--- src/rtl/mtm_pkg.sv ---
// Shared definitions for the memory trace monitor: run-control state
// encoding and a constant-evaluable ceil(log2) helper for port widths.
package mtm_pkg;

    typedef enum logic [1:0] {
        IDLE = 2'd0,
        RUN  = 2'd1,
        DONE = 2'd2
    } state_t;

    // Smallest r with 2**r >= value; returns 0 for value <= 1.
    function automatic int unsigned clog2(input int unsigned value);
        int unsigned r;
        r = 0;
        for (int unsigned i = 0; i < 32; i++) begin
            if ((64'd1 << i) < 64'(value)) begin
                r = i + 1;
            end
        end
        return r;
    endfunction

endpackage

--- src/rtl/trace_ram.sv ---
// Trace storage: DEPTH x DATA_W simple dual-port RAM.
// Ports:
//   clk, rst          clock and synchronous active-high reset (read register only)
//   wr_en/addr/data   synchronous write port
//   rd_en/addr        read request
//   rd_data           registered read data, held when rd_en is low
// A read and write to the same address in one cycle returns the old word.
module trace_ram
    import mtm_pkg::*;
#(
    parameter int unsigned DATA_W = 16,
    parameter int unsigned DEPTH  = 16
) (
    input  logic                      clk,
    input  logic                      rst,
    input  logic                      wr_en,
    input  logic [clog2(DEPTH)-1:0]   wr_addr,
    input  logic [DATA_W-1:0]         wr_data,
    input  logic                      rd_en,
    input  logic [clog2(DEPTH)-1:0]   rd_addr,
    output logic [DATA_W-1:0]         rd_data
);

    logic [DATA_W-1:0] mem [DEPTH];

    // Array has no reset so it maps onto RAM primitives.
    always_ff @(posedge clk) begin
        if (wr_en) begin
            mem[wr_addr] <= wr_data;
        end
    end

    // Output register; sees the pre-write contents on an address collision.
    always_ff @(posedge clk) begin
        if (rst) begin
            rd_data <= '0;
        end else if (rd_en) begin
            rd_data <= mem[rd_addr];
        end
    end

endmodule

--- src/rtl/mem_trace_monitor.sv ---
// Run-control and trace capture beside the processor core.
// A start pulse begins a run; every valid to_mem word is captured until the
// buffer fills (later words set overflow). The run ends on halt or after
// TIMEOUT cycles. The captured trace is drained through the read port.
// Ports:
//   clk, rst                 clock, synchronous active-high reset
//   start                    begin a run (ignored while running)
//   to_mem, to_mem_valid     observed processor output bus
//   halt                     processor finished
//   busy, done               state decodes (RUN / DONE)
//   timed_out, overflow      run status, held after the run
//   count, cycles            entries captured, cycles spent in RUN
//   rd_en, rd_addr, rd_data  registered trace read port
module mem_trace_monitor
    import mtm_pkg::*;
#(
    parameter int unsigned DATA_W  = 16,
    parameter int unsigned DEPTH   = 16,
    parameter int unsigned TIMEOUT = 50,
    parameter int unsigned CNT_W   = 16
) (
    input  logic                     clk,
    input  logic                     rst,
    input  logic                     start,
    input  logic [DATA_W-1:0]        to_mem,
    input  logic                     to_mem_valid,
    input  logic                     halt,
    output logic                     busy,
    output logic                     done,
    output logic                     timed_out,
    output logic                     overflow,
    output logic [clog2(DEPTH):0]    count,
    output logic [CNT_W-1:0]         cycles,
    input  logic                     rd_en,
    input  logic [clog2(DEPTH)-1:0]  rd_addr,
    output logic [DATA_W-1:0]        rd_data
);

    localparam int unsigned AW = clog2(DEPTH);
    localparam int unsigned CW = AW + 1;

    state_t state;
    logic   buf_full;
    logic   wr_en;
    logic   last_cycle;

    // count never exceeds DEPTH, so equality is the full test.
    assign buf_full   = (count == CW'(DEPTH));
    assign wr_en      = (state == RUN) && to_mem_valid && !buf_full;
    assign last_cycle = (cycles == CNT_W'(TIMEOUT - 1));

    assign busy = (state == RUN);
    assign done = (state == DONE);

    // Run control, cycle counter and capture bookkeeping.
    always_ff @(posedge clk) begin
        if (rst) begin
            state     <= IDLE;
            count     <= '0;
            cycles    <= '0;
            overflow  <= 1'b0;
            timed_out <= 1'b0;
        end else begin
            unique case (state)
                IDLE, DONE: begin
                    if (start) begin
                        state     <= RUN;
                        count     <= '0;
                        cycles    <= '0;
                        overflow  <= 1'b0;
                        timed_out <= 1'b0;
                    end
                end
                RUN: begin
                    cycles <= cycles + CNT_W'(1);
                    if (to_mem_valid) begin
                        if (buf_full) begin
                            overflow <= 1'b1;
                        end else begin
                            count <= count + CW'(1);
                        end
                    end
                    // Halt beats a coincident timeout.
                    if (halt) begin
                        state     <= DONE;
                        timed_out <= 1'b0;
                    end else if (last_cycle) begin
                        state     <= DONE;
                        timed_out <= 1'b1;
                    end
                end
                default: begin
                    state <= IDLE;
                end
            endcase
        end
    end

    trace_ram #(
        .DATA_W (DATA_W),
        .DEPTH  (DEPTH)
    ) u_trace_ram (
        .clk     (clk),
        .rst     (rst),
        .wr_en   (wr_en),
        .wr_addr (count[AW-1:0]),
        .wr_data (to_mem),
        .rd_en   (rd_en),
        .rd_addr (rd_addr),
        .rd_data (rd_data)
    );

endmodule

--- config.mk ---
export PLATFORM = sky130hd
export DESIGN_NAME = mem_trace_monitor
export DESIGN_NICKNAME = d
export VERILOG_FILES = /design/src/rtl/mtm_pkg.sv /design/src/rtl/trace_ram.sv /design/src/rtl/mem_trace_monitor.sv
export SDC_FILE = /design/constraint.sdc
export NUM_CORES = 1
export LEC_CHECK = 0
export ABC_AREA = 1
export CORE_ASPECT_RATIO = 0.5
export CORE_MARGIN = 4
export CORE_UTILIZATION = 33
export DETAILED_ROUTE_END_ITERATION = 8
export PLACE_DENSITY_LB_ADDON = 0.08
export SLEW_MARGIN = 20
export SYNTH_ARGS = -nofsm -noshare
export SYNTH_HDL_FRONTEND = slang
export SYNTH_SLANG_ARGS = --single-unit
--- constraint.sdc ---
create_clock -name clk -period 5.6 [get_ports clk]
set_input_delay 1.68 -clock clk [delete_from_list [all_inputs] [get_ports clk]]
set_output_delay 1.68 -clock clk [all_outputs]
set_load 0.05 [all_outputs]
==> metrics.csv, run 1 <==
stage;metric;value;unit
critical_path;reg-to-reg critical path startpoint;count[0];
placement;HPWL after DPL;22900;um
critical_path;r2r setup slk;2.82;ns
clock_network;CTS sink cnt;297;
critical_path;slowest library cell on the worst path;clkdlybuf4s50_1;
grt;largest net degree at the start of global routing;101;
clock_network;H-tree depth;1;
pwr;Max IR drop VDD;237;uV
finish;multi-input logic area;3340;um2
logic_synthesis;syn nets;1186;
critical_path;Worst EP required;3.92;ns
clock_network;clk_lat worst skew;0.58;ns
die;core area;36400;um2
routing;Via-to-Cell Ratio;4.98;
grt;number of global-route vias before repair;7984;
hold_path;Min-Delay Path Class;flip-flop to flip-flop;
clock_network;CTS tree;done;
grt;initial antenna violation count;1;
logic_synthesis;#FFs+latches synth;297;
placement;GPL Wtd Cong;0.832;
pwr;P_leak;5.20;nW
finish;commonest non-fill, non-tap cell in the layout;nand2_1;
pwr;PwrDens;336;nW/um2
logic_synthesis;sequential area share after synthesis;69.1;%
critical_path;Startpoint Class;flip-flop;
grt;global route overflow;0;
die;# rows;49;
die;Initial Util;33.9;%
critical_path;Critical Path Sink;busy;
routing;post-route DRC violation count;0;
logic_synthesis;asr flop ratio synth;0;%
sta;minimum clock period;3.97;ns
sta;clock skew;0.0397;ns
finish;register area;8510;um2
die;die height;145;um
grt;first-pass GRT wire length;54400;um
clock_network;CTS resizes;0;
logic_synthesis;Yosys warnings;0;
sta;TNS Setup;0;ns
critical_path;Worst Setup Path Type;flip-flop to primary output;
clock_network;cts hold-fix bufs;0;
sta;RSZ-0062 raised after global routing;false;
routing;First DRT Iteration DRCs;796;
die;Die X;281;um
sta;Slew Limit Fails;0;
die;DIE AREA;40600;um2
sta;headroom to the max-slew limit;27.5;%
routing;Vias;8512;
routing;Final ANT Viol Nets;0;
sta;final setup vio count;0;
finish;area grow syn2layout;16.5;%
grt;GRT Overall Usage;18.2;%
placement;PortBufs;66;
job;Max Cap Viol;0;
finish;# fillers;3537;
sta;Final period util;71.0;%
die;I/O Pins;67;
critical_path;Max FO, Critical Path;15;
logic_synthesis;number of synthesized flops with an enable pin;256;
clock_network;CTS root buf;clkbuf_16;
finish;# nets final;1232;
placement;DP Area;13400;um2
routing;drt wl/cell;21.8;um
routing;first drt pass iteration count;5;
logic_synthesis;synth unique cells;32;
critical_path;CP endpoint kind;primary output;
sta;fmax;252;MHz
clock_network;clock buffer depth;3;
sta;Fin. Hold Viols;0;
status;outcome;completed;
clock_network;Num CTS Buffers;29;
critical_path;worst r2r path cells;7;
finish;layout cells sized above 1;7.69;%
logic_synthesis;Synth Instances;1154;
critical_path;data arrival time of the worst path;2.29;ns
critical_path;crit path from;state[0];
routing;Final Routed Wirelength;37200;um
critical_path;CP peak stage delay;0.87;ns
logic_synthesis;synthesized area;12300;um2
clock_network;Setup Buffers After CTS;0;
clock_network;Worst-path clk slew;0.06;ns
logic_synthesis;average size of a mapped cell;10.7;um2
critical_path;crit-path cells;nand2_4 > inv_2 > clkdlybuf4s50_1;
critical_path;R2R Path End;u_trace_ram.mem[10][14];
finish;cell area after layout;14300;um2
finish;commonest cells after routing, fill and taps aside;nand2_1, edfxtp_1, nand3_1, clkdlybuf4s50_1, nor2_1;
sta;Worst-Margin Slew;1.09;ns
logic_synthesis;ys flop type;edfxtp_1;
==> registers in the layout, indices dropped and copies added (netlist names) <==
signal               count
count                    5
cycles                  16
timed_out                1
overflow                 1
u_trace_ram.rd_data     16
u_trace_ram.mem        256
state                    2
==> cells in the mapped netlist, drive strengths merged, types with 4 or more instances <==
| cell type | n | share of area, % |
|---|---|---|
| clkbuf | 14 | 0.44 |
| a21oi | 17 | 0.69 |
| nor2 | 82 | 2.8 |
| nor3 | 4 | 0.25 |
| a22oi | 4 | 0.24 |
| ha | 6 | 0.61 |
| nand2 | 393 | 12 |
| inv | 51 | 1.6 |
| o21ai | 12 | 0.55 |
| dfxtp | 41 | 6.7 |
| nand3 | 222 | 9.1 |
| edfxtp | 256 | 62 |
| buf | 45 | 2.1 |
==> critical path, delay by kind of cell, from the launching register on <==
family | cells | cell delay (ns)
buffers and inverters | 2 | 1.14
and+or+nand+nor | 1 | 0.16
DFF | 1 | 0.43
==> through the flow <==
step	worst slack (ns)	util (%)	total power, W	hold WS [ns]	instances
2_1_floorplan	2.38	-	0.00268	0.670	1154
3_3_place_gp	1.44	36.8	0.00285	0.473	1653
3_5_place_dp	1.49	36.8	0.00285	0.468	1653
4_1_cts	1.58	39.5	0.00487	0.476	1707
5_1_grt	1.53	39.4	0.00499	0.495	1707
6_report	1.63	39.5	0.00483	0.470	1708
==> layer usage <==
metal | vias up | global-route usage (%) | share of wire, %
met2 | 267 | 25.4 | 40
met1 | 4193 | 29.7 | 52
met5 | - | 0 | 0
met4 | 0 | 2.34 | 1.1
li1 | 4021 | - | -
met3 | 31 | 3.53 | 6.6
==> power by group <==
group	internal (W)	switching (W)
Combinational	0.0000946	0.000272
Clock	0.00117	0.000863
Sequential	0.00242	0.0000124
Total	0.00368	0.00115
==> cell type report <==
class                           count  share of cell area, %
Timing Repair Buffer               74                   5.14
Clock inverter                     15                   1.24
Multi-Input combinational cell    747                   23.3
Sequential cell                   297                   59.3
Inverter                           51                   1.34
Antenna cell                        1                 0.0174
Clock buffer                       39                   5.46
Tap cell                          484                   4.22
==> worst min-delay path by stage <==
stage,start,end,slack (ns),cells past startpoint
after floorplan,state[1],count[4],0.67,5
after global placement,timed_out,timed_out,0.47,2
after detailed placement,timed_out,timed_out,0.47,2
after CTS,timed_out,timed_out,0.48,2
after global routing,timed_out,timed_out,0.49,2
final,timed_out,timed_out,0.47,2
==> cell families after synthesis <==
kind of cell | after synthesis | synth area share (%)
and+or+nand+nor | 704 | 24.4
DFF | 297 | 69.1
buffers and inverters | 110 | 4.10
AOI/OAI and AO/OA | 36 | 1.66
adders and majority gates | 6 | 0.610
xor gates and xnor gates | 1 | 0.0712
Note: power is estimated with default switching activity, not from simulation.
==> run 2: changes to the inputs <==
- clock period: 5.6 -> 3.8 ns (I/O delays scaled with it)
==> run 2 against run 1 <==
Against the previous run:
- global-route usage is 0.67 points lower
- hold slack improved by 0.014 ns
- via count fell by 1.2%
- sequential share of layout area down 1.0 points
- sequential cell count stayed put
- combinational power grew 48%
- clock power is 49% higher
- setup slack worse by 1.2 ns
- critical endpoint unchanged
==> metrics.csv, run 2 (same netlist as run 1, synthesis figures left out) <==
stage;metric;value;unit;change
status;outcome;completed;;unchanged
die;I/O Pins;67;;unchanged
critical_path;Worst Setup Path Type;flip-flop to primary output;;unchanged
die;# rows;49;;unchanged
placement;HPWL after DPL;21800;um;was 22900 um
die;Initial Util;33.9;%;unchanged
critical_path;CP endpoint kind;primary output;;unchanged
clock_network;Worst-path clk slew;0.06;ns;about the same
pwr;Max IR drop VDD;254;uV;was 237 uV
placement;GPL Wtd Cong;0.755;;was 0.832
grt;largest net degree at the start of global routing;129;;was 101
finish;commonest cells after routing, fill and taps aside;nand2_1, edfxtp_1, nand3_1, clkdlybuf4s50_1, nor2_1;;unchanged
finish;area grow syn2layout;18.6;%;was 16.5%
hold_path;Hold Crit Depth;2;;unchanged
clock_network;H-tree depth;1;;unchanged
routing;First DRT Iteration DRCs;526;;was 796
clock_network;CTS root buf;clkbuf_16;;unchanged
finish;# fillers;3559;;was 3537
sta;minimum clock period;3.39;ns;
finish;register area;8510;um2;unchanged
sta;Worst-Margin Slew;0.893;ns;was 1.09 ns
routing;Final ANT Viol Nets;0;;unchanged
sta;final worst slack;0.406;ns;was 1.63 ns
critical_path;reg-to-reg critical path startpoint;count[0];;unchanged
pwr;P_leak;5.36;nW;was 5.20 nW
clock_network;CTS resizes;0;;unchanged
pwr;PwrDens;489;nW/um2;was 336 nW/um2
grt;number of global-route vias before repair;8019;;was 7984
die;DIE AREA;40600;um2;unchanged
die;die height;145;um;unchanged
critical_path;data arrival time of the worst path;2.25;ns;was 2.29 ns
die;core area;36400;um2;unchanged
critical_path;r2r setup slk;1.54;ns;was 2.82 ns
clock_network;clock buffer depth;3;;unchanged
grt;first-pass GRT wire length;52700;um;was 54400 um
routing;Vias;8406;;was 8512
routing;first drt pass iteration count;5;;unchanged
clock_network;Num CTS Buffers;29;;unchanged
sta;clock skew;0.0170;ns;was 0.0397 ns
sta;Slew Limit Fails;0;;unchanged
placement;DP Worst Slack;0.746;ns;was 1.49 ns
sta;RSZ-0062 raised after global routing;false;;unchanged
sta;Fin. Hold Viols;0;;unchanged
critical_path;Worst EP required;2.66;ns;was 3.92 ns
hold_path;Min-Delay Path Class;flip-flop to flip-flop;;unchanged
finish;largest register by flop count;u_trace_ram.mem;;unchanged
clock_network;CTS tree;done;;unchanged
critical_path;Critical Path Sink;busy;;unchanged
critical_path;R2R Path End;u_trace_ram.mem[10][7];;was u_trace_ram.mem[10][14]
finish;Largest regs;u_trace_ram.mem (256), cycles (16), u_trace_ram.rd_data (16);;unchanged
finish;commonest non-fill, non-tap cell in the layout;nand2_1;;unchanged
placement;PortBufs;66;;unchanged
job;Max Cap Viol;0;;unchanged
clock_network;clk_lat worst skew;0.55;ns;was 0.58 ns
grt;initial antenna violation count;1;;unchanged
critical_path;crit path from;state[0];;unchanged
finish;# nets final;1261;;was 1232
grt;global route overflow;0;;unchanged
routing;drt wl/cell;20.4;um;was 21.8 um
finish;multi-input logic area;3340;um2;unchanged
critical_path;Startpoint Class;flip-flop;;unchanged
clock_network;CTS sink cnt;297;;unchanged
critical_path;worst r2r path cells;8;;was 7
critical_path;Max FO, Critical Path;15;;unchanged
sta;final setup vio count;0;;unchanged
routing;Final Routed Wirelength;35400;um;was 37200 um
sta;TNS Setup;0;ns;unchanged
die;Die X;281;um;unchanged
clock_network;Setup Buffers After CTS;0;;unchanged
sta;fmax;295;MHz;
finish;Largest register FFs;256;;unchanged
clock_network;cts hold-fix bufs;0;;unchanged
grt;GRT Overall Usage;17.6;%;was 18.2%
sta;Final period util;89.3;%;
sta;headroom to the max-slew limit;40.3;%;was 27.5%
routing;Via-to-Cell Ratio;4.84;;was 4.98
finish;number of antenna diodes;0;;was 1
routing;post-route DRC violation count;0;;unchanged
finish;layout cells sized above 1;9.51;%;was 7.69%
run 2: routing by layer:
layer  share of wire, %  global-route usage [%]
met5                  0                       0
met4                1.7                    3.25
met3                4.7                    2.84
met2                 43                    26.1
met1                 50                    27.2
run 2: layout make-up:
cell class,count,area share (%)
flip-flops and latches,297,58.3
repair buffers,103,6.63
inverters,51,1.32
clock inverters,19,1.65
clock buffers,34,5.10
well taps,484,4.15
multi-input cells,747,22.9
run 2: worst min path at each step:
stage | from | end | slack [ns]
5_1_grt | timed_out | timed_out | 0.52
6_report | timed_out | timed_out | 0.48
3_3_place_gp | timed_out | timed_out | 0.49
4_1_cts | timed_out | timed_out | 0.50
2_1_floorplan | state[1] | count[4] | 0.67
3_5_place_dp | timed_out | timed_out | 0.49
run 2: worst max-delay path, cell delays in order, from the launching register on:
cell	delay [ns]
dfxtp_1	0.43
nand2_4	0.16
inv_2	0.26
clkdlybuf4s50_1	0.86
run 2: stage by stage:
stage,hold WS [ns],util [%],area [um2],total power [W],std cells
6_report,0.484,40.1,14600,0.00713,1735
5_1_grt,0.524,40.1,14600,0.00742,1735
4_1_cts,0.500,40.1,14600,0.00723,1735
3_5_place_dp,0.491,37.4,13600,0.00420,1682
3_3_place_gp,0.485,37.4,13600,0.00420,1682
2_1_floorplan,0.670,-,12300,0.00395,1154
run 2: power by group:
part           switching, W  internal, W
Sequential        0.0000153      0.00356
Clock               0.00121      0.00180
Combinational      0.000392     0.000151
Total               0.00162      0.00552
==> run 3: changes to the inputs <==
- CORE_MARGIN: 4 -> 2
==> run 3 against run 2 <==
Against the previous run:
- core utilization down 0.24 points
- critical path depth stayed put
- global-route usage is 0.34 points higher
- clock power is 6% lower
- power down 2.4%
- sequential cell count unchanged
- highest routed layer unchanged
- critical endpoint unchanged
- largest cell class unchanged
==> metrics.csv, run 3 (same netlist as run 1, synthesis figures left out) <==
stage;metric;value;unit;change
routing;drt wl/cell;20.1;um;was 20.4 um
hold_path;Hold Crit Depth;2;;unchanged
hold_path;Worst Hold End;timed_out;;unchanged
clock_network;CTS tree;done;;unchanged
routing;Vias;8391;;was 8406
die;core area;36400;um2;unchanged
placement;HPWL after DPL;21500;um;was 21800 um
sta;fmax;291;MHz;was 295 MHz
finish;largest register by flop count;u_trace_ram.mem;;unchanged
sta;Worst-Margin Slew;0.850;ns;was 0.893 ns
finish;Largest register FFs;256;;unchanged
clock_network;clk_lat worst skew;0.55;ns;about the same
critical_path;Worst Setup Path Type;flip-flop to primary output;;unchanged
sta;final setup vio count;0;;unchanged
critical_path;worst r2r path cells;8;;unchanged
finish;commonest cells after routing, fill and taps aside;nand2_1, edfxtp_1, nand3_1, clkdlybuf4s50_1, nor2_1;;unchanged
finish;Layout Utilization;39.9;%;was 40.1%
finish;# nets final;1259;;was 1261
sta;minimum clock period;3.44;ns;was 3.39 ns
critical_path;data arrival time of the worst path;2.30;ns;was 2.25 ns
critical_path;Max FO, Critical Path;15;;unchanged
clock_network;Num CTS Buffers;29;;unchanged
finish;Largest regs;u_trace_ram.mem (256), cycles (16), u_trace_ram.rd_data (16);;unchanged
sta;Final period util;90.5;%;was 89.3%
die;# rows;49;;unchanged
sta;Slew Limit Fails;0;;unchanged
grt;largest net degree at the start of global routing;129;;unchanged
die;Die X;277;um;was 281 um
sta;TNS Setup;0;ns;unchanged
clock_network;Setup Buffers After CTS;0;;unchanged
grt;GRT Overall Usage;17.9;%;was 17.6%
pwr;P_leak;5.31;nW;was 5.36 nW
sta;clock skew;0.00752;ns;was 0.0170 ns
pwr;Max IR drop VDD;288;uV;was 254 uV
pwr;PwrDens;480;nW/um2;was 489 nW/um2
critical_path;Startpoint Class;flip-flop;;unchanged
hold_path;hold path startpoint;timed_out;;unchanged
clock_network;clock buffer depth;3;;unchanged
finish;layout cells sized above 1;8.98;%;was 9.51%
clock_network;CTS root buf;clkbuf_16;;unchanged
finish;commonest non-fill, non-tap cell in the layout;nand2_1;;unchanged
sta;Fin. Hold Viols;0;;unchanged
die;I/O Pins;67;;unchanged
clock_network;CTS sink cnt;297;;unchanged
finish;area grow syn2layout;17.9;%;was 18.6%
die;die height;141;um;was 145 um
status;outcome;completed;;unchanged
routing;First DRT Iteration DRCs;662;;was 526
die;DIE AREA;39000;um2;was 40600 um2
critical_path;reg-to-reg critical path startpoint;count[0];;unchanged
critical_path;r2r setup slk;1.47;ns;was 1.54 ns
routing;Final ANT Viol Nets;0;;unchanged
clock_network;Worst-path clk slew;0.06;ns;about the same
sta;RSZ-0062 raised after global routing;false;;unchanged
critical_path;CP endpoint kind;primary output;;unchanged
sta;headroom to the max-slew limit;43.1;%;was 40.3%
hold_path;Min-Delay Path Class;flip-flop to flip-flop;;unchanged
routing;post-route DRC violation count;0;;unchanged
critical_path;slowest library cell on the worst path;clkdlybuf4s50_1;;unchanged
routing;Final Routed Wirelength;34800;um;was 35400 um
grt;number of global-route vias before repair;8112;;was 8019
critical_path;CP peak stage delay;0.87;ns;was 0.86 ns
placement;GPL Wtd Cong;0.792;;was 0.755
grt;global route overflow;0;;unchanged
grt;first-pass GRT wire length;52000;um;was 52700 um
critical_path;crit-path cells;nand2_4 > inv_2 > clkdlybuf4s50_1;;unchanged
critical_path;Worst EP required;2.66;ns;about the same
placement;PortBufs;66;;unchanged
routing;Via-to-Cell Ratio;4.84;;about the same
routing;first drt pass iteration count;5;;unchanged
die;Initial Util;33.9;%;unchanged
critical_path;R2R Path End;u_trace_ram.mem[8][8];;was u_trace_ram.mem[10][7]
clock_network;CTS resizes;0;;unchanged
clock_network;H-tree depth;1;;unchanged
job;Max Cap Viol;0;;unchanged
clock_network;cts hold-fix bufs;0;;unchanged
grt;initial antenna violation count;0;;was 1
[run 3: changes by cell type in the layout (fill, tap and decap cells not counted)]
cell and delta:
inv_6 -1, clkbuf_1 +4, diode_2 +1, clkbuf_8 +2, buf_4 -2, clkinv_2 -3, bufinv_16 -3, clkinv_1 -1
[run 3: where the power goes]
part	switching (W)	internal, W	leakage (nW)
registers	0.0000155	0.00356	2.64
logic	0.000388	0.000150	2.22
clock network	0.00121	0.00164	0.444
total	0.00162	0.00535	5.31
[run 3: worst max-delay path, delay by kind of cell, from the launching register on]
family / cells / cell delay, ns
DFF: 1 / 0.44
buffers and inverters: 2 / 1.14
and+or+nand+nor: 1 / 0.16
[run 3: worst max-delay path by stage]
stage / from / endpoint / slack, ns
floorplan: to_mem_valid / u_trace_ram.mem[0][0] / 1.12
global placement: to_mem_valid / u_trace_ram.mem[0][11] / 0.78
detailed placement: to_mem_valid / u_trace_ram.mem[0][11] / 0.79
CTS: state[0] / busy / 0.31
global route: state[0] / busy / 0.24
finish: state[0] / busy / 0.36
[run 3: metrics by stage]
stage	total power [W]	setup WS (ns)	area (um2)	std cells	hold WS, ns
floorplan	0.00395	1.12	12300	1154	0.670
global route	0.00721	0.237	14500	1731	0.516
global placement	0.00419	0.781	13600	1680	0.479
finish	0.00696	0.360	14500	1732	0.479
CTS	0.00704	0.313	14500	1731	0.490
detailed placement	0.00419	0.792	13600	1680	0.481
[run 3: layer usage]
layer | routed length, um | part of all wire (%) | up-vias | global-route usage (%)
met5 | 0 | 0 | - | 0
met4 | 457 | 1.3 | 0 | 2.86
met3 | 2070 | 6.0 | 39 | 3.00
met2 | 15200 | 44 | 189 | 27.3
met1 | 17100 | 49 | 4084 | 27.1
li1 | - | - | 4079 | -
[run 3: area by class of cell]
| type | instances | area (um2) |
|---|---|---|
| fill | 3549 | 21800 |
| sequential | 297 | 8510 |
| multi-input combinational | 747 | 3340 |
| timing repair buffer | 101 | 953 |
| clock buffer | 40 | 787 |
| tap | 484 | 606 |
| inverter | 51 | 193 |
| clock inverter | 11 | 124 |
| antenna | 1 | 2.50 |
